--- config.mk ---
export PLATFORM = sky130hd
export DESIGN_NAME = seg7_scan
export DESIGN_NICKNAME = d
export VERILOG_FILES = /design/src/rtl/seg7_scan.sv
export SDC_FILE = /design/constraint.sdc
export NUM_CORES = 1
export LEC_CHECK = 0
export ABC_AREA = 1
export CORE_MARGIN = 2
export CORE_UTILIZATION = 30
export CTS_CLUSTER_DIAMETER = 200
export CTS_CLUSTER_SIZE = 25
export DETAILED_ROUTE_END_ITERATION = 16
export DONT_BUFFER_PORTS = 1
export PLACE_DENSITY = 0.46
export SLEW_MARGIN = 10
export SYNTH_ARGS = -nofsm -noshare
export SYNTH_HDL_FRONTEND = slang
export SYNTH_SLANG_ARGS = --single-unit
--- constraint.sdc ---
create_clock -name clk -period 4.13 [get_ports clk]
set_input_delay 0.2065 -clock clk [delete_from_list [all_inputs] [get_ports clk]]
set_output_delay 0.2065 -clock clk [all_outputs]
set_load 0.05 [all_outputs]
--- src/rtl/seg7_scan.sv ---
// seg7_scan: multiplexed seven-segment driver. A prescaler paces a digit
// index; the inputs are snapshotted into shadow registers once per frame
// so a frame never mixes old and new digits. All outputs are registered.
module seg7_scan #(
  parameter int DIGITS         = 4,
  parameter int DIV            = 2500,
  parameter int SEG_ACTIVE_LOW = 1,
  parameter int AN_ACTIVE_LOW  = 1
) (
  input  logic                  clk,
  input  logic                  rst,
  input  logic [4*DIGITS-1:0]   i_data,
  input  logic [DIGITS-1:0]     i_dots,
  input  logic                  i_blank_lz,
  input  logic                  i_en,
  output logic [6:0]            o_seg,
  output logic                  o_dp,
  output logic [DIGITS-1:0]     o_an
);

  localparam int DW = (DIV > 1) ? $clog2(DIV) : 1;
  localparam int IW = (DIGITS > 1) ? $clog2(DIGITS) : 1;
  localparam logic [DW-1:0]     DIV_LAST = DW'(DIV - 1);
  localparam logic [IW-1:0]     IDX_LAST = IW'(DIGITS - 1);
  localparam logic [6:0]        SEG_INV  = (SEG_ACTIVE_LOW != 0) ? 7'h7F : 7'h00;
  localparam logic              DP_INV   = (SEG_ACTIVE_LOW != 0);
  localparam logic [DIGITS-1:0] AN_INV   = (AN_ACTIVE_LOW != 0) ? {DIGITS{1'b1}} : {DIGITS{1'b0}};

  logic [DW-1:0]            div_cnt_q, div_cnt_d;
  logic [IW-1:0]            idx_q, idx_d;
  logic [DIGITS-1:0][3:0]   shd_data_q, shd_data_d;
  logic [DIGITS-1:0]        shd_dots_q, shd_dots_d;
  logic [6:0]               seg_q, seg_d;
  logic                     dp_q, dp_d;
  logic [DIGITS-1:0]        an_q, an_d;

  logic                     tick;
  logic                     frame_end;
  logic [DIGITS-1:0]        blank_mask;
  logic [3:0]               cur_dig;
  logic [6:0]               dec;

  assign tick      = (div_cnt_q == DIV_LAST);
  assign frame_end = tick && (idx_q == IDX_LAST);
  assign cur_dig   = shd_data_q[idx_q];

  // Prescaler, digit index and frame-boundary shadow capture
  always_comb begin
    div_cnt_d  = tick ? '0 : div_cnt_q + 1'b1;
    idx_d      = idx_q;
    if (tick) idx_d = (idx_q == IDX_LAST) ? '0 : idx_q + 1'b1;
    shd_data_d = frame_end ? i_data : shd_data_q;
    shd_dots_d = frame_end ? i_dots : shd_dots_q;
  end

  // Leading-zero mask: digit k blanks when it and everything above it is zero;
  // digit 0 is never blanked so an all-zero value still reads "0"
  always_comb begin
    logic run;
    run        = i_blank_lz;
    blank_mask = '0;
    for (int k = DIGITS - 1; k >= 1; k--) begin
      run           = run && (shd_data_q[k] == 4'h0);
      blank_mask[k] = run;
    end
  end

  // Full hex decode, active-high, bit0 = a ... bit6 = g
  always_comb begin
    case (cur_dig)
      4'h0: dec = 7'h3F;  4'h1: dec = 7'h06;  4'h2: dec = 7'h5B;  4'h3: dec = 7'h4F;
      4'h4: dec = 7'h66;  4'h5: dec = 7'h6D;  4'h6: dec = 7'h7D;  4'h7: dec = 7'h07;
      4'h8: dec = 7'h7F;  4'h9: dec = 7'h6F;  4'hA: dec = 7'h77;  4'hB: dec = 7'h7C;
      4'hC: dec = 7'h39;  4'hD: dec = 7'h5E;  4'hE: dec = 7'h79;  default: dec = 7'h71;
    endcase
  end

  // Next output image: one-hot anode, blanked/disabled segments, then polarity
  always_comb begin
    logic [DIGITS-1:0] an_hot;
    logic [6:0]        seg_on;
    logic              dp_on;
    an_hot        = '0;
    an_hot[idx_q] = 1'b1;
    seg_on        = blank_mask[idx_q] ? 7'h00 : dec;
    dp_on         = shd_dots_q[idx_q];
    if (!i_en) begin
      an_hot = '0;
      seg_on = 7'h00;
      dp_on  = 1'b0;
    end
    an_d  = an_hot ^ AN_INV;
    seg_d = seg_on ^ SEG_INV;
    dp_d  = dp_on ^ DP_INV;
  end

  // State and output registers; reset darkens the display immediately
  always_ff @(posedge clk or posedge rst) begin
    if (rst) begin
      div_cnt_q  <= '0;
      idx_q      <= '0;
      shd_data_q <= '0;
      shd_dots_q <= '0;
      an_q       <= AN_INV;
      seg_q      <= SEG_INV;
      dp_q       <= DP_INV;
    end else begin
      div_cnt_q  <= div_cnt_d;
      idx_q      <= idx_d;
      shd_data_q <= shd_data_d;
      shd_dots_q <= shd_dots_d;
      an_q       <= an_d;
      seg_q      <= seg_d;
      dp_q       <= dp_d;
    end
  end

  assign o_an  = an_q;
  assign o_seg = seg_q;
  assign o_dp  = dp_q;

endmodule
==> run_results.csv, run 1 <==
group,metric,value,unit
status,outcome,"complete, but fails checks",
status,violations,"hold timing",
final_layout,fillers,867,
sta,layout_min_cycle_time,2230,ps
placement,hpwl,3520,um
cts,hold_buffers,1,
cts,cts_buffers,5,
power,powerDensity,310,nW/um^2
die,core_area,8130,um^2
setup_path,setup.worst_path.class,"reg -> reg",
final_layout,regArea,1170,um^2
yosys,yosysTopAreaCell,"dfrtp_1",
global_routing,grt_max_degree,47,
cts,clock-sinks,46,
final_layout,num_antenna_cells,0,
final_layout,utilization,32.9,%
yosys,synth_fp_nets,333,
yosys,yosys_warnings,0,
power,p_leak,1.30,nW
sta,max_freq,449,MHz
global_routing,overflow,0,
setup_path,worstSetupStartpointType,"flop",
setup_path,arrival,2390,ps
sta,hold_viol,6,
sta,timing.final.crit_share,54.0,%
placement,place_congestion,0.813,
cts,htreeDepth,2,
yosys,synth_area_leaders,"dfrtp_1 34%, dfstp_2 13%, nand2_1 11%, o21ai_2 7.1%, inv_1 7.0%",
placement,numPortBuffers,0,
die,die_h,95.0,um
cts,cts_tree,"built",
sta,clock_skew,8.26,ps
yosys,ys_types,25,
final_layout,mostFrequentLayoutCell,"nand2_1",
detailed_routing,num_vias,1798,
yosys,netlist_area,2480,um^2
final_layout,final_cell_mix,"71 x nand2_1, 45 x inv_1, 34 x dfrtp_1",
die,fp-row-count,33,
power,vdd_drop_max,0.135,mV
setup_path,critPathMaxFanout,40,
detailed_routing,postRouteAntennaNets,0,
sta,setup_viol,0,
sta,setup_ws,1900,ps
die,design.die.area,9020,um^2
global_routing,grt_pass1_vias,1752,
job,maxCapViolCount,0,
die,start_util,30.5,%
die,die_x,95.0,um
global_routing,grt_usage,12.1,%
final_layout,multi_input_area,1070,um^2
min_path,hold_path_class,"in -> async",
yosys,yosysSeqAreaShare,47.0,%
cts,cts_setup_buffers,0,
cts,clk_path_buf_depth,2,
cts,clk_pin_slew_worst_paths,90,ps
sta,slew_violations,0,
cts,clock_latency,300,ps
sta,holdWs,-2.03,ps
die,io_pins,36,
yosys,ys_seq_elements,46,
setup_path,worstPathRequired,4290,ps
global_routing,grt_antenna_before_repair,0,
detailed_routing,drtIter0Drc,76,
final_layout,drive_above_1_share,19.3,%
cts,clockRootBuffer,"clkbuf_8",
detailed_routing,wirelength,4930,um
detailed_routing,post_drt_wl_per_cell,12.1,um
placement,dpl_worst_slack,1900,ps
final_layout,area.growth.synth_to_final,7.91,%
yosys,netlist_instances,298,
sta,tns,0,ps
final_layout,final_nets,335,
yosys,synth_top_area_share,34.3,%
global_routing,grt_first_pass_wirelength,8210,um
sta,rsz0062_at_grt,"no",
detailed_routing,drc,0,
detailed_routing,avgViaCountPerCell,4.43,
yosys,syn_avg_cell_area,8.33,um^2
setup_path,endpoint_kind,"flop",
detailed_routing,dr.pass1.iters,4,
cts,ctsResizeCount,0,
sta,slew_headroom,35.5,%
sta,worst_pin_slew,966,ps
per-stage QoR:
step           cells  area (um^2)  power (mW)
5_1_grt          406         2680       0.875
3_5_place_dp     397         2560       0.497
4_1_cts          406         2680       0.850
2_1_floorplan    298         2480       0.491
3_3_place_gp     397         2560       0.497
6_report         406         2680       0.830
metal layers:
metal	up-vias	global-route usage, %	wire length (um)
li1	934	-	-
met1	823	15.1	2380
met2	35	19.4	2280
met3	6	3.27	188
met4	0	5.56	79
met5	-	0	0
kinds of logic (layout without fill, tap and decap cells):
kind of cell | Yosys count | in the layout | synth area share, %
AO/OA/AOI/OAI | 37 | 37 | 10.5
buffers and inverters | 57 | 60 | 10.0
XOR/XNOR | 3 | 3 | 1.06
adder cells (fa/ha/maj) | 11 | 11 | 5.54
flip-flops | 46 | 46 | 47.0
AND/OR/NAND/NOR | 144 | 144 | 25.9
cell usage after synthesis:
| cell type | count |
|---|---|
| nor3_2 | 1 |
| o22ai_1 | 1 |
| o21ai_2 | 20 |
| buf_6 | 4 |
| xor2_1 | 3 |
| buf_4 | 1 |
| inv_2 | 5 |
| buf_2 | 1 |
| o21ai_1 | 2 |
| a21oi_1 | 4 |
| or2_2 | 1 |
| nand3_2 | 3 |
| nand2_2 | 5 |
| o21ai_0 | 10 |
| nand2_4 | 1 |
| ha_1 | 11 |
| nand4_1 | 1 |
| nor3_1 | 8 |
| dfstp_2 | 12 |
| dfrtp_1 | 34 |
| inv_1 | 46 |
| nand2_1 | 71 |
| and2_2 | 1 |
| nor2_1 | 21 |
| nand3_1 | 31 |
area by class of cell:
| class | count | area share [%] |
|---|---|---|
| sequential | 46 | 43.5 |
| multi-input combinational | 195 | 39.9 |
| inverter | 51 | 7.14 |
| tap | 105 | 4.90 |
| clock buffer | 5 | 2.57 |
| clock inverter | 3 | 1.63 |
| timing repair buffer | 1 | 0.373 |
state kept, by name, indices dropped and copies added (netlist names):
signal,count
o_an,4
o_seg,7
div_cnt_q,12
shd_data_q,16
shd_dots_q,4
idx_q,2
o_dp,1
worst max-delay path, cell delays in order, from the launching register on:
cell and delay [ps]:
dfrtp_1 650, ha_1 300, nand3_2 760, nand2_1 310, o21ai_2 70
power breakdown:
part | leakage [nW] | internal [mW] | switching (mW) | total, mW
Combinational | 0.758 | 0.00335 | 0.0163 | 0.0196
Sequential | 0.482 | 0.456 | 0.0120 | 0.468
Clock | 0.0585 | 0.182 | 0.161 | 0.343
worst paths after layout:
kind                            slack [ps]  cells after the start                    endpoint                    from
worst max-delay path                  1900                      4  shd_data_q[15]$_DFFE_PP0P_    idx_q[0]$_DFFE_PP0N_
worst min-delay path                    -2                      1      div_cnt_q[4]$_DFF_PP0_                     rst
worst max register to register        1900                      4  shd_data_q[15]$_DFFE_PP0P_    idx_q[0]$_DFFE_PP0N_
worst min register to register         470                      1      div_cnt_q[0]$_DFF_PP0_  div_cnt_q[0]$_DFF_PP0_
max in group asynchronous             3530                      1  shd_data_q[14]$_DFFE_PP0P_                     rst
min in group clk                        30                      2   shd_data_q[9]$_DFFE_PP0P_               i_data[9]
No activity file was read; power rests on OpenSTA's default activity.
==> run 2: changes to the inputs <==
Settings changed: PLACE_DENSITY 0.46 to 0.47.
Clock period 4.13 ns to 2 ns, I/O delays scaled along.
==> run_results.csv, run 2 (synthesis gave the netlist of run 1 again) <==
group,metric,value,unit
cts,clk_path_buf_depth,2,
sta,setup_viol,0,
final_layout,mostFrequentLayoutCell,"nand2_1",
cts,htreeDepth,2,
final_layout,fin_cells,431,
final_layout,largest_reg_flops,16,
detailed_routing,drtIter0Drc,113,
power,pwr-share-seq,60.5,%
global_routing,grt_antenna_before_repair,0,
global_routing,grt_first_pass_wirelength,9120,um
detailed_routing,avgViaCountPerCell,4.50,
die,die_x,95.0,um
sta,worst_pin_slew,544,ps
detailed_routing,num_vias,1940,
placement,hpwl,3740,um
global_routing,grt_pass1_vias,1936,
cts,clockRootBuffer,"clkbuf_8",
cts,cts_buffers,5,
die,io_pins,36,
final_layout,final_nets,360,
die,die_h,95.0,um
global_routing,overflow,0,
status,outcome,"finished, final reports clean",
min_path,hold_path_class,"in -> reg",
cts,clock_latency,300,ps
sta,clock_skew,11.2,ps
power,p_sw,0.377,mW
power,switching_share,23.6,%
sta,slew_violations,0,
min_path,hold_depth,3,
sta,slew_headroom,63.7,%
setup_path,arrival,1940,ps
placement,dpl_worst_slack,241,ps
power,p_comb_share,4.8,%
detailed_routing,wl_met1,2460,um
placement,placedCellCount,401,
setup_path,reg2reg_depth,10,
setup_path,critPathMaxFanout,9,
die,fp-row-count,33,
setup_path,ff2ff_setup_slack,280,ps
setup_path,endpoint_kind,"flop",
setup_path,setup.worst_path.class,"reg -> reg",
power,pwr-share-clk,34.7,%
detailed_routing,wirelength,5190,um
sta,layout_min_cycle_time,1720,ps
final_layout,drive_above_1_share,19.3,%
detailed_routing,dr.pass1.iters,5,
placement,place_congestion,0.849,
detailed_routing,drc,0,
detailed_routing,postRouteAntennaNets,0,
detailed_routing,post_drt_wl_per_cell,12.0,um
power,powerDensity,552,nW/um^2
min_path,holdPathEnd,"o_seg[5]$_DFF_PP1_",
final_layout,num_antenna_cells,0,
final_layout,regMostFlops,"shd_data_q",
global_routing,grt_usage,12.9,%
setup_path,worstSetupStartpointType,"flop",
die,start_util,30.5,%
setup_path,r2r-end,"o_seg[3]$_DFF_PP1_",
power,vdd_drop_max,0.286,mV
sta,hold_viol,0,
cts,clk_pin_slew_worst_paths,90,ps
setup_path,reg2reg_from,"idx_q[0]$_DFFE_PP0N_",
cts,cts_tree,"built",
sta,timing.final.crit_share,86.1,%
sta,max_freq,581,MHz
detailed_routing,met2_wirelength,2390,um
sta,setup_ws,278,ps
power,p_leak,1.39,nW
final_layout,area.growth.synth_to_final,16.6,%
final_layout,final_cell_mix,"70 x nand2_1, 45 x inv_1, 33 x dfrtp_1",
final_layout,utilization,35.6,%
die,design.die.area,9020,um^2
power,power.internal,1.22,mW
sta,rsz0062_at_grt,"no",
detailed_routing,highest_layer,"met4",
sta,tns,0,ps
detailed_routing,route.met3.wl,230,um
cts,clock-sinks,46,
min_path,min_from,"i_en",
global_routing,grt_max_degree,41,
job,maxCapViolCount,0,
die,core_area,8130,um^2
sta,holdWs,20.9,ps
setup_path,worstPathRequired,2220,ps
placement,numPortBuffers,0,
[run 2: what timing repair did]
action | CTS | global route
hold buffers | 22 | 0
resized for setup | 0 | 3
endpoints found under the hold margin | 44 | 0
buffers inserted | 0 | 0
setup endpoints to repair | 0 | 4
[run 2: routing by layer]
layer  global-route usage (%)  vias up
li1                         -      983
met1                     17.6      881
met2                     20.3       63
met3                     3.03       13
met4                     4.11        0
met5                        0        -
[run 2: power by group through the flow]
stage                     logic [mW]  clock network, mW  registers (mW)
after floorplan               0.0298                  0           0.984
after global placement        0.0435                  0           0.985
after detailed placement      0.0435                  0           0.985
after CTS                     0.0788              0.578           0.968
after global routing          0.0870              0.618           0.969
final                         0.0763              0.555           0.968
[run 2: area by class of cell]
class                      instances  area (um^2)
sequential                        46         1170
clock inverter                     2         10.0
clock buffer                       6         72.6
multi-input combinational        195         1070
fill                             837         5240
timing repair buffer              26          250
inverter                          51          194
tap                              105          131
[run 2: worst max-delay path by stage]
stage / from / to / depth (start not counted)
2_1_floorplan: idx_q[0]$_DFFE_PP0N_ / o_seg[0]$_DFF_PP1_ / 13
3_3_place_gp: idx_q[0]$_DFFE_PP0N_ / o_seg[0]$_DFF_PP1_ / 12
3_5_place_dp: idx_q[0]$_DFFE_PP0N_ / o_seg[0]$_DFF_PP1_ / 12
4_1_cts: idx_q[0]$_DFFE_PP0N_ / o_seg[0]$_DFF_PP1_ / 12
5_1_grt: idx_q[0]$_DFFE_PP0N_ / o_seg[5]$_DFF_PP1_ / 10
6_report: idx_q[0]$_DFFE_PP0N_ / o_seg[3]$_DFF_PP1_ / 10
[run 2: per-stage QoR]
stage               area [um^2]  power, mW
CTS                        2890       1.63
global placement           2590       1.03
detailed placement         2590       1.03
floorplan                  2480       1.01
finish                     2900       1.60
global route               2900       1.67
[run 2: critical path: stages, from the launching register on]
cell and delay (ps):
dfrtp_2 460, buf_4 180, nand2_1 70, nand3_1 70, nand2_1 190, inv_1 110
ha_1 220, nand3_1 120, nand2_1 70, nand2_1 60, nand3_1 70
==> run 3: changes to the inputs <==
Settings changed: RECOVER_POWER from default to 50.
==> run_results.csv, run 3 (synthesis gave the netlist of run 1 again) <==
group,metric,value,unit
placement,place_congestion,0.849,
sta,rsz0062_at_grt,"no",
global_routing,grt_use_met1,17.6,%
power,p_comb_share,4.6,%
detailed_routing,dr.pass1.iters,5,
sta,tns,0,ps
setup_path,endpoint_kind,"flop",
placement,hpwl,3740,um
cts,clock_latency,300,ps
sta,clock_skew,9.46,ps
final_layout,regMostFlops,"shd_data_q",
final_layout,multi_input_area,1070,um^2
global_routing,globalRoute.busiestLayer,"met2",
power,p_leak,1.38,nW
power,vdd_drop_max,0.286,mV
power,pwr-share-seq,60.6,%
final_layout,regArea,1170,um^2
detailed_routing,drc,0,
cts,clk_path_buf_depth,2,
detailed_routing,wirelength,5160,um
final_layout,final_nets,360,
cts,clock-sinks,46,
setup_path,critPathMaxFanout,9,
cts,clk_pin_slew_worst_paths,90,ps
final_layout,drive_above_1_share,18.1,%
setup_path,path_cells,"buf_4 -> nand2_1 -> nand3_1 -> nand2_1 -> inv_1 -> ha_1 -> nand3_1 -> nand2_1 -> nand2_1 -> nand3_1",
global_routing,grt_usage,12.9,%
setup_path,worstPathRequired,2220,ps
global_routing,overflow,0,
sta,max_freq,582,MHz
die,start_util,30.5,%
power,p_sw,0.377,mW
sta,hold_viol,0,
cts,clockRootBuffer,"clkbuf_8",
setup_path,worstSetupStartpointType,"flop",
die,design.die.area,9020,um^2
power,powerDensity,553,nW/um^2
final_layout,area.growth.synth_to_final,16.3,%
detailed_routing,post_drt_wl_per_cell,12.0,um
status,outcome,"finished, final reports clean",
die,die_h,95.0,um
die,io_pins,36,
detailed_routing,num_vias,1934,
global_routing,grt_first_pass_wirelength,9120,um
cts,cts_tree,"built",
setup_path,setup.worst_path.class,"reg -> reg",
sta,holdWs,20.1,ps
global_routing,use_met3,3.03,%
min_path,hold_path_class,"in -> reg",
setup_path,cpMaxStageDelayCell,"dfrtp_2",
cts,cts_setup_buffers,0,
cts,cts_buffers,5,
sta,timing.final.crit_share,85.9,%
die,fp-row-count,33,
setup_path,arrival,1940,ps
placement,numPortBuffers,0,
global_routing,grt_max_degree,41,
sta,slew_headroom,34.7,%
detailed_routing,postRouteAntennaNets,0,
final_layout,mostFrequentLayoutCell,"nand2_1",
final_layout,num_antenna_cells,0,
power,switching_share,23.6,%
job,maxCapViolCount,0,
sta,worst_pin_slew,979,ps
detailed_routing,drtIter0Drc,111,
sta,slew_violations,0,
final_layout,fillers,839,
die,core_area,8130,um^2
power,pwr-share-clk,34.7,%
power,power.internal,1.22,mW
global_routing,gr-usage-met2,20.3,%
final_layout,final_cell_mix,"70 x nand2_1, 46 x inv_1, 33 x dfrtp_1",
detailed_routing,avgViaCountPerCell,4.49,
setup_path,slowest_delay,460,ps
final_layout,largest_reg_flops,16,
setup_path,cp_common_cell,"nand2_1",
cts,htreeDepth,2,
sta,setup_viol,0,
global_routing,grt_pass1_vias,1936,
sta,layout_min_cycle_time,1720,ps
global_routing,grt_antenna_before_repair,0,
die,die_x,95.0,um
## run 3: area by class of cell
type	instances	share of cell area, %
Sequential cell	46	40.4
Multi-Input combinational cell	195	37.1
Timing Repair Buffer	26	8.40
Inverter	51	6.71
Tap cell	105	4.55
Clock buffer	6	2.51
Clock inverter	2	0.346
## run 3: metal layers
layer,up-vias,wire (um)
met3,13,221
li1,984,-
met2,59,2390
met4,0,102
met1,878,2440
met5,-,0
## run 3: per-stage QoR
step	total power, mW	instances	setup WS (ps)	area, um^2	util, %
2_1_floorplan	1.01	298	433	2480	-
3_3_place_gp	1.03	401	277	2590	31.8
3_5_place_dp	1.03	401	241	2590	31.8
4_1_cts	1.63	431	208	2890	35.5
5_1_grt	1.67	431	71.7	2890	35.5
6_report	1.60	431	282	2890	35.5
## run 3: final timing paths
kind	startpoint	to	slack (ps)	cells past startpoint
worst max-delay path	idx_q[0]$_DFFE_PP0N_	o_seg[3]$_DFF_PP1_	280	10
worst min-delay path	i_en	o_seg[5]$_DFF_PP1_	20	3
worst max register to register	idx_q[0]$_DFFE_PP0N_	o_seg[3]$_DFF_PP1_	280	10
worst min register to register	div_cnt_q[0]$_DFF_PP0_	div_cnt_q[0]$_DFF_PP0_	470	1
max in group asynchronous	rst	idx_q[0]$_DFFE_PP0N_	380	3
min in group asynchronous	rst	shd_dots_q[0]$_DFFE_PP0P_	470	2
## run 3: repair_timing
item                                    4_1_cts  5_1_grt
gates resized for setup                       0        3
hold buffers                                 22        0
endpoints found under the setup margin        0        4
endpoints found under the hold margin        44        0
## run 3: power groups by stage
stage | registers (mW) | logic (mW) | clock network [mW]
after floorplan | 0.984 | 0.0298 | 0
after detailed placement | 0.985 | 0.0435 | 0
after CTS | 0.968 | 0.0788 | 0.578
final | 0.967 | 0.0742 | 0.555
after global routing | 0.968 | 0.0850 | 0.618
after global placement | 0.985 | 0.0435 | 0
## run 3: worst max-delay path: cells and delay by family, from the launching register on
| kind | cells | cell delay, ps |
|---|---|---|
| adders and majority gates | 1 | 220 |
| buffers and inverters | 2 | 290 |
| DFF | 1 | 460 |
| and+or+nand+nor | 7 | 650 |
